===== config.mk =====
export PLATFORM = sky130hd
export DESIGN_NAME = jt053247_draw
export DESIGN_NICKNAME = d
export VERILOG_FILES = /design/src/rtl/jt053247_pkg.sv /design/src/rtl/jt053247_zpix.sv /design/src/rtl/jt053247_draw.sv
export SDC_FILE = /design/constraint.sdc
export NUM_CORES = 1
export LEC_CHECK = 0
export BUFFER_PORTS_ARGS = -buffer_cell sky130_fd_sc_hd__buf_2
export CAP_MARGIN = 5
export CORE_UTILIZATION = 50
export DETAILED_ROUTE_END_ITERATION = 12
export PLACE_DENSITY = 0.68
export SYNTH_ARGS = -nofsm -noshare
export SYNTH_HDL_FRONTEND = slang
export SYNTH_HIERARCHICAL = 1
export SYNTH_SLANG_ARGS = --single-unit

===== constraint.sdc =====
create_clock -name clk -period 5.83 [get_ports clk]
set_input_delay 1.166 -clock clk [delete_from_list [all_inputs] [get_ports clk]]
set_output_delay 1.166 -clock clk [all_outputs]
set_load 0.02 [all_outputs]

===== src/rtl/jt053247_pkg.sv =====
// Shared definitions for the jt053247 object-drawing engine.
//   state_t  : draw sequencer states
//   ZOOM_ONE : hzoom value giving a 1:1 horizontal scale
//   TILE_END : phase value at which a 16-pixel source row is exhausted
package jt053247_pkg;

  typedef enum logic [1:0] {
    IDLE   = 2'd0,
    FETCH0 = 2'd1,
    FETCH1 = 2'd2,
    DRAW   = 2'd3
  } state_t;

  localparam logic [11:0] ZOOM_ONE = 12'h040;
  localparam logic [12:0] TILE_END = 13'h400;

  // Nibble n of a 64-bit 4bpp row sits at bits [4n+3:4n].
  function automatic logic [3:0] row_nibble(input logic [63:0] row, input logic [3:0] idx);
    return row[{idx, 2'b00} +: 4];
  endfunction

endpackage


===== src/rtl/jt053247_zpix.sv =====
// Horizontal zoom phase accumulator and source-pixel selector.
//   clk, rst_n, cen : clock, sync active-low reset, clock enable
//   load, keep      : start a row; keep=1 continues the previous fraction
//   step            : advance the phase by hzoom (one output pixel)
//   row64, hflip    : latched 16-pixel source row and its flip
//   hzoom           : source step per output pixel (6 fraction bits)
//   pixel           : source pixel selected by the current phase
//   last            : the phase after this step leaves the tile
//   frac            : fractional phase, carried into a kept next tile
module jt053247_zpix
  import jt053247_pkg::*;
(
  input  logic        clk,
  input  logic        rst_n,
  input  logic        cen,
  input  logic        load,
  input  logic        keep,
  input  logic        step,
  input  logic [63:0] row64,
  input  logic        hflip,
  input  logic [11:0] hzoom,
  output logic [3:0]  pixel,
  output logic        last,
  output logic [5:0]  frac
);

  // 4 integer bits, 6 fraction bits, 3 guard bits
  logic [12:0] ph_q, ph_d;
  logic [12:0] ph_sum;
  logic [3:0]  idx;

  always_comb begin
    ph_sum = ph_q + {1'b0, hzoom};
    ph_d   = ph_q;
    if (load)      ph_d = keep ? {7'd0, ph_q[5:0]} : '0;
    else if (step) ph_d = ph_sum;
    idx   = hflip ? ~ph_q[9:6] : ph_q[9:6];
    pixel = row_nibble(row64, idx);
    last  = (ph_sum >= TILE_END);
    frac  = ph_q[5:0];
  end

  always_ff @(posedge clk) begin
    if (!rst_n)   ph_q <= '0;
    else if (cen) ph_q <= ph_d;
  end

endmodule


===== src/rtl/jt053247_draw.sv =====
// Object-drawing engine: accepts one tile-row request from the sprite
// scanner, fetches its 64-bit 4bpp graphics row in two ROM words, then
// writes the zoomed, non-transparent pixels into the line buffer.
//   clk, rst_n, cen       : clock, sync active-low reset, clock enable
//   dr_start / dr_busy    : request pulse / request in progress
//   code, attr, hflip, vflip, hpos, ysub, hzoom, hz_keep : tile row request
//   rom_addr, rom_cs, rom_ok, rom_data : graphics ROM port
//   buf_we, buf_addr, buf_din          : line-buffer write port
module jt053247_draw
  import jt053247_pkg::*;
#(
  parameter int AW    = 10,
  parameter int MAXPX = 256
) (
  input  logic          clk,
  input  logic          rst_n,
  input  logic          cen,
  input  logic          dr_start,
  output logic          dr_busy,
  input  logic [15:0]   code,
  input  logic [AW-1:0] attr,
  input  logic          hflip,
  input  logic          vflip,
  input  logic [8:0]    hpos,
  input  logic [3:0]    ysub,
  input  logic [11:0]   hzoom,
  input  logic          hz_keep,
  output logic [20:0]   rom_addr,
  output logic          rom_cs,
  input  logic          rom_ok,
  input  logic [31:0]   rom_data,
  output logic          buf_we,
  output logic [8:0]    buf_addr,
  output logic [AW+3:0] buf_din
);

  localparam int CW = $clog2(MAXPX + 1);

  state_t        state_q, state_d;
  logic [AW-1:0] attr_q, attr_d;
  logic          hflip_q, hflip_d;
  logic [11:0]   hzoom_q, hzoom_d;
  logic [63:0]   row_q, row_d;
  logic [8:0]    x_q, x_d;
  logic [CW-1:0] cnt_q, cnt_d;
  logic [20:0]   rom_addr_q, rom_addr_d;
  logic          rom_cs_q, rom_cs_d;
  logic          buf_we_q, buf_we_d;
  logic [8:0]    buf_addr_q, buf_addr_d;
  logic [AW+3:0] buf_din_q, buf_din_d;
  logic          busy_q, busy_d;

  logic       accept;
  logic [3:0] pixel;
  logic       last;
  logic [5:0] frac;

  assign accept = (state_q == IDLE) && dr_start;

  jt053247_zpix u_zpix (
    .clk   (clk),
    .rst_n (rst_n),
    .cen   (cen),
    .load  (accept),
    .keep  (hz_keep),
    .step  (state_q == DRAW),
    .row64 (row_q),
    .hflip (hflip_q),
    .hzoom (hzoom_q),
    .pixel (pixel),
    .last  (last),
    .frac  (frac)
  );

  always_comb begin
    state_d    = state_q;
    attr_d     = attr_q;
    hflip_d    = hflip_q;
    hzoom_d    = hzoom_q;
    row_d      = row_q;
    x_d        = x_q;
    cnt_d      = cnt_q;
    rom_addr_d = rom_addr_q;
    rom_cs_d   = rom_cs_q;
    buf_we_d   = 1'b0;
    buf_addr_d = buf_addr_q;
    buf_din_d  = buf_din_q;
    unique case (state_q)
      IDLE: begin
        if (dr_start) begin
          attr_d     = attr;
          hflip_d    = hflip;
          hzoom_d    = hzoom;
          // x_q still holds where the previous row stopped
          x_d        = hz_keep ? x_q : hpos;
          cnt_d      = '0;
          rom_addr_d = {code, ysub ^ {4{vflip}}, 1'b0};
          rom_cs_d   = 1'b1;
          state_d    = FETCH0;
        end
      end
      FETCH0: begin
        if (rom_ok) begin
          row_d[31:0]   = rom_data;
          rom_addr_d[0] = 1'b1;
          state_d       = FETCH1;
        end
      end
      FETCH1: begin
        if (rom_ok) begin
          row_d[63:32] = rom_data;
          rom_cs_d     = 1'b0;
          state_d      = DRAW;
        end
      end
      DRAW: begin
        buf_we_d   = (pixel != 4'd0);
        buf_addr_d = x_q;
        buf_din_d  = {attr_q, pixel};
        x_d        = x_q + 9'd1;
        cnt_d      = cnt_q + 1'b1;
        if (last || (cnt_q == CW'(MAXPX - 1))) state_d = IDLE;
      end
      default: state_d = IDLE;
    endcase
    busy_d = (state_d != IDLE);
  end

  always_ff @(posedge clk) begin
    if (!rst_n) begin
      state_q    <= IDLE;
      attr_q     <= '0;
      hflip_q    <= 1'b0;
      hzoom_q    <= ZOOM_ONE;
      row_q      <= '0;
      x_q        <= '0;
      cnt_q      <= '0;
      rom_addr_q <= '0;
      rom_cs_q   <= 1'b0;
      buf_we_q   <= 1'b0;
      buf_addr_q <= '0;
      buf_din_q  <= '0;
      busy_q     <= 1'b0;
    end else if (cen) begin
      state_q    <= state_d;
      attr_q     <= attr_d;
      hflip_q    <= hflip_d;
      hzoom_q    <= hzoom_d;
      row_q      <= row_d;
      x_q        <= x_d;
      cnt_q      <= cnt_d;
      rom_addr_q <= rom_addr_d;
      rom_cs_q   <= rom_cs_d;
      buf_we_q   <= buf_we_d;
      buf_addr_q <= buf_addr_d;
      buf_din_q  <= buf_din_d;
      busy_q     <= busy_d;
    end
  end

  assign dr_busy  = busy_q;
  assign rom_addr = rom_addr_q;
  assign rom_cs   = rom_cs_q;
  assign buf_we   = buf_we_q;
  assign buf_addr = buf_addr_q;
  assign buf_din  = buf_din_q;

endmodule


# --- Yosys cells after proc, flatten, opt, wreduce, memory -nomap -nowiden ---
# Index checks and enable logic that the tools add are counted.
totals:
  regBits: 167
  latch_bits: 0
  ram_bits: 0
  romBits: 0
  inputBits: 91
  wordCells: 73
  memories: 0
classes:
  n_addsub: 3
  n_mul: 0
  div_mod_pow: 0
  order_cmp: 1
  n_eq_ne: 9
  n_shift: 1
  n_mux: 21
  bitwise: 2
  n_reduce_logical: 19
ops:
  columns: ["op", "count"]
  rows:
  - ["$shiftx 64x7->4", 1]
  - ["$pmux 9 s2", 2]
  - ["$mux 9", 3]
  - ["$mux 13", 2]
  - ["$add 9x1->9 const B", 2]
  - ["$reduce_and 3->1", 5]
  - ["$add 13x12->13", 1]
  - ["$ge 13x11->1 const B", 1]
  - ["$reduce_and 4->1", 3]
  - ["$ne 2x2->1 const B", 5]
  - ["$reduce_bool 2->1", 5]
  - ["$eq 9x8->1 const B", 1]
  - ["$mux 2", 4]
  - ["$pmux 2 s4", 1]
  - ["$mux 6", 1]
  - ["$mux 1", 5]
  - ["$eq 2x2->1 const B", 2]
  - ["$mux 4", 1]
  - ["$not 4->4", 1]
  - ["$pmux 1 s2", 2]
  - ["$reduce_and 2->1", 2]
  - ["$reduce_bool 4->1", 1]
  - ["$xor 4x4->4", 1]
  - ["$eq 2x1->1 const B", 1]
  - ["other kinds (3)", 3]

# --- Depth between registers and ports, before layout ---
logic_depth:
  depth_word: 6
  depth_mapped: 12
  mapped_depth_nobuf: 12

# --- Cells and area by module ---
# The synthesis kept the hierarchy.
by_module_without_submodules:
  columns: ["mod", "n_inst", "cells_each", "area_each_um2", "seq_area_each_um2"]
  rows:
  - ["jt053247_draw", 1, 744, 6258.5, 3083.0]
  - ["jt053247_zpix", 1, 168, 1669.1, 260.2]

# --- Worst setup path after synthesis ---
# No wires, ideal clock.
synth_timing:
  path_kind: "register to register"
  start: "register u_zpix.ph_q[6]"
  end: "register buf_we_q, in the netlist buf_we"
  setup_ps: 122
  arrival_time_ps: 2581
  t_required_ps: 5708
  path_slack_ps: 3127
  stages_incl_launch_ff: 9
  path_cell_list: "dfxtp_1 buf_4 xnor2_4 buf_6 mux4_2 mux4_2 or4_1 nand3_1 a21boi_0"
synth_via:
  elab_chain_len: 5
synth_rtl:
  columns: ["element", "line", "text"]
  rows:
  - ["start, declared", "jt053247_zpix.sv:28", "logic [12:0] ph_q, ph_d;"]
  - ["start signal, assigned", "jt053247_zpix.sv:45", "else if (cen) ph_q <= ph_d;"]
  - ["$not 4->4", "jt053247_zpix.sv:37", "idx = hflip ? ~ph_q[9:6] : ph_q[9:6];"]
  - ["$mux 4 (*)", "jt053247_zpix.sv:37", null]
  - ["$shiftx 64x7->4 (*)", "jt053247_pkg.sv:19", "return row[{idx, 2'b00} +: 4];"]
  - ["net pixel[0]", "jt053247_draw.sv:54", "logic [3:0] pixel;"]
  - ["$reduce_bool 4->1 (*)", "jt053247_draw.sv:117", "buf_we_d = (pixel != 4'd0);"]
  - ["$mux 1 (*)", "jt053247_draw.sv:88", "unique case (state_q)"]
  - ["end signal, assigned", "jt053247_draw.sv:154", "buf_we_q <= buf_we_d;"]
  - ["end, declared", "jt053247_draw.sv:48", "logic buf_we_q, buf_we_d;"]
# Mark *: on every way through the listed nets, which the timed path passes. The rest lies on a longest branch.
# A chain may end at the register's enable or synchronous reset.

# --- Final worst setup path ---
layout_timing:
  start: "register hzoom_q[0]"
  end: "register busy_q, in the netlist dr_busy"
layout_via:
  elab_chain_len: 6
layout_rtl:
  columns: ["element", "line", "text"]
  rows:
  - ["start, declared", "jt053247_draw.sv:42", "logic [11:0] hzoom_q, hzoom_d;"]
  - ["start signal, assigned", "jt053247_draw.sv:148", "hzoom_q <= hzoom_d;"]
  - ["$add 13x12->13", "jt053247_zpix.sv:33", "ph_sum = ph_q + {1'b0, hzoom};"]
  - ["$ge 13x11->1", "jt053247_zpix.sv:39", "last = (ph_sum >= TILE_END);"]
  - ["net last", "jt053247_draw.sv:55", "logic last;"]
  - ["$logic_or 1x1->1", "jt053247_draw.sv:122", "if (last || (cnt_q == CW'(MAXPX - 1))) state_d = IDLE;"]
  - ["$mux 2", "jt053247_draw.sv:122", null]
  - ["$pmux 2 s4", "jt053247_draw.sv:88", null]
  - ["$reduce_bool 2->1", "jt053247_draw.sv:126", "busy_d = (state_d != IDLE);"]
  - ["end signal, assigned", "jt053247_draw.sv:157", "busy_q <= busy_d;"]
  - ["end, declared", "jt053247_draw.sv:51", "logic busy_q, busy_d;"]
# The timed path passes the listed nets, and every way through them passes these cells.

==> run summary <==
- 0 — number of violations of the max-capacitance limit
- 0 — max-slew violations
- 2.34 ns — post-place setup slack
- 12300 µm — Final HPWL DP
- 0 — final hold viol count
- 277 nW/µm² — PwrDens
- 16300 µm² — Die Footprint
- 35.8% — worst slew margin relative to its limit
- 0 — number of antenna cells inserted
- no — setup repair after global routing missed its margin
- 6 — synth warn
- 51.5% — starting density of the core
- 137 — IO Port Bufs
- dr_busy — capture point of the worst reg-to-reg path
- 138 — I/O pin cnt
- sky130_fd_sc_hd__nand2_1, sky130_fd_sc_hd__dfxtp_1, sky130_fd_sc_hd__buf_2 — top library cells by usage in the layout, fill and taps aside
- 0.960 ns — Tightest Pin Transition
- 0 ns — final total negative setup slack
- met4 — highest layer used for signal routing
- 6023 — number of global-route vias before repair
- sky130_fd_sc_hd__nand2_1 — most common library cell in the layout ignoring fill and taps
- 906 — gate count of the mapped netlist
- 0 — number of buffers inserted by hold repair at cts
- 0 — Residual DRC
- 324 MHz — Max Clk Rate
- 0 — antenna violations before repair
- 0 — final number of setup-violating endpoints
- flip-flop to flip-flop — start-to-end type of the worst setup path
- rom_addr[19] — launch point of the worst hold path
- 15300 µm² — area of the placeable core
- 6.18 ns — worst endpoint required time
- 5.28 — Vias/cell
- 45 — row cnt
- 6490 — total number of vias
- flip-flop — launching element type of the critical path
- 1230 — fin cells
- 167 — number of sinks on the clock net
- 52.9% — final critical-path share of the clock period
- 2 — clk buf depth
- 0.42 ns — Clk Latency, worst-skew pair
- hzoom_q[0] — launching point of the worst reg2reg path
- 30400 µm — wire length of the first global-routing pass
- 2.75 ns — Register-to-Register Setup Slack
- 17 — Inserted Clock Buffers
- 3.08 ns — shortest period the worst path allows
- 397 — violation count after the first detailed-route iteration
- 3 — top fanout value on the critical path
- 23.6% — all-layer global routing usage
- 20.1% — share of final-layout standard cells stronger than drive strength 1
- 1113 — post-layout net count
- 2.75 ns — slack of the critical path
- finished, final reports clean — status
- 4 — Max H-tree Level
- 128 µm — chip height
- 8.70 µm² — Mean Syn Cell Area
- 0.773 — Routability Congestion
- 112 — largest net degree at the start of global routing
- 16.3% — synthesis-to-layout area growth
- 0.205 mV — maximum VDD drop
- 2 — number of instances on the worst hold path
- done — CTS tree
- 5 — length of the first detailed-routing pass in iterations
- 12 — Worst Reg2Reg Path Length in Cells
- sky130_fd_sc_hd__clkbuf_16 — Clock Root Buffer
- 0 — Congestion Overflow GR
- 8510 µm — wire length the detailed router placed on met1
- 741 µm — Met3 Routed Length
- 3.43 ns — data arrival time of the critical path
- 8770 µm — met2 wire length
- 3.63 nW — LEAKAGE
- 59.8% — final core utilization
- 0 — post_cts resized
- 2.54 mW — overall power
- 1198 — Cells after DPL
- 128 µm — width of the die
- 7880 µm² — Post-Syn Area
- rom_addr[19] — terminating pin of the worst hold path
- 0.06 ns — clock-pin transition on the worst setup and hold timing paths
- 18200 µm — Total Wirelength
- 0 — number of setup buffers added after CTS
- flip-flop to flip-flop — worst hold-check path type
- 14.8 µm — wire per inst
- 0 — Post-DRT Antenna Nets
- flip-flop — crit end category
- 1013 — syn nets
- 0.00899 ns — Layout Skew
## metal layers
layer	vias up	global-route usage (%)
met1	3029	30.9
met4	0	7.21
met5	-	0
met3	10	4.61
met2	123	39.2
li1	3328	-
## power breakdown
| part | internal [mW] | total (mW) | switching (mW) |
|---|---|---|---|
| logic | 0.0996 | 0.225 | 0.125 |
| registers | 1.17 | 1.19 | 0.0223 |
| clock network | 0.646 | 1.12 | 0.479 |
| total | 1.91 | 2.54 | 0.626 |
## stage by stage
| step | hold WS (ns) | instance area, µm² |
|---|---|---|
| CTS | 0.451 | 9170 |
| global route | 0.467 | 9170 |
| floorplan | 0.430 | 7880 |
| global placement | 0.440 | 8580 |
| detailed placement | 0.442 | 8580 |
| finish | 0.448 | 9170 |
## worst max-delay path, cell delays in order (launching register included)
cell,delay [ns]
sky130_fd_sc_hd__dfxtp_1,0.34
sky130_fd_sc_hd__ha_1,0.19
sky130_fd_sc_hd__inv_1,0.06
sky130_fd_sc_hd__fa_1,0.39
sky130_fd_sc_hd__nand2b_1,0.20
sky130_fd_sc_hd__a21oi_1,0.21
sky130_fd_sc_hd__o211ai_1,0.17
sky130_fd_sc_hd__a211o_1,0.33
sky130_fd_sc_hd__xnor2_1,0.13
sky130_fd_sc_hd__or3_1,0.39
sky130_fd_sc_hd__o21ai_0,0.16
sky130_fd_sc_hd__o311ai_0,0.22
sky130_fd_sc_hd__a21boi_0,0.22
## how the worst max path moves through the flow
| stage | start | endpoint | slack (ns) | depth (start not counted) |
|---|---|---|---|---|
| after global routing | hzoom_q[0] | dr_busy | 2.55 | 12 |
| after detailed placement | dr_start | u_zpix/ph_q[2] | 2.34 | 7 |
| after global placement | dr_start | u_zpix/ph_q[2] | 2.38 | 7 |
| final | hzoom_q[0] | dr_busy | 2.75 | 12 |
| after floorplan | u_zpix/ph_q[6] | buf_we | 3.13 | 8 |
| after CTS | state_q[1] | u_zpix/ph_q[2] | 2.55 | 6 |
## flip-flops by register name, indices dropped and copies added, names as in the netlist
register,flops
u_zpix/ph_q,13
rom_cs,1
buf_addr,9
dr_busy,1
row_q,64
state_q,2
rom_addr,21
x_q,9
hzoom_q,12
attr_q,10
cnt_q,9
buf_din,14
buf_we,1
hflip_q,1
## area by class of cell
type	count	area (µm²)
inverters	8	30.0
multi-input cells	668	4200
clock inverters	14	149
clock buffers	18	439
repair buffers	144	741
fillers	1444	6150
well taps	211	264
flip-flops and latches	167	3340
Power figures use the tool's default switching activity.
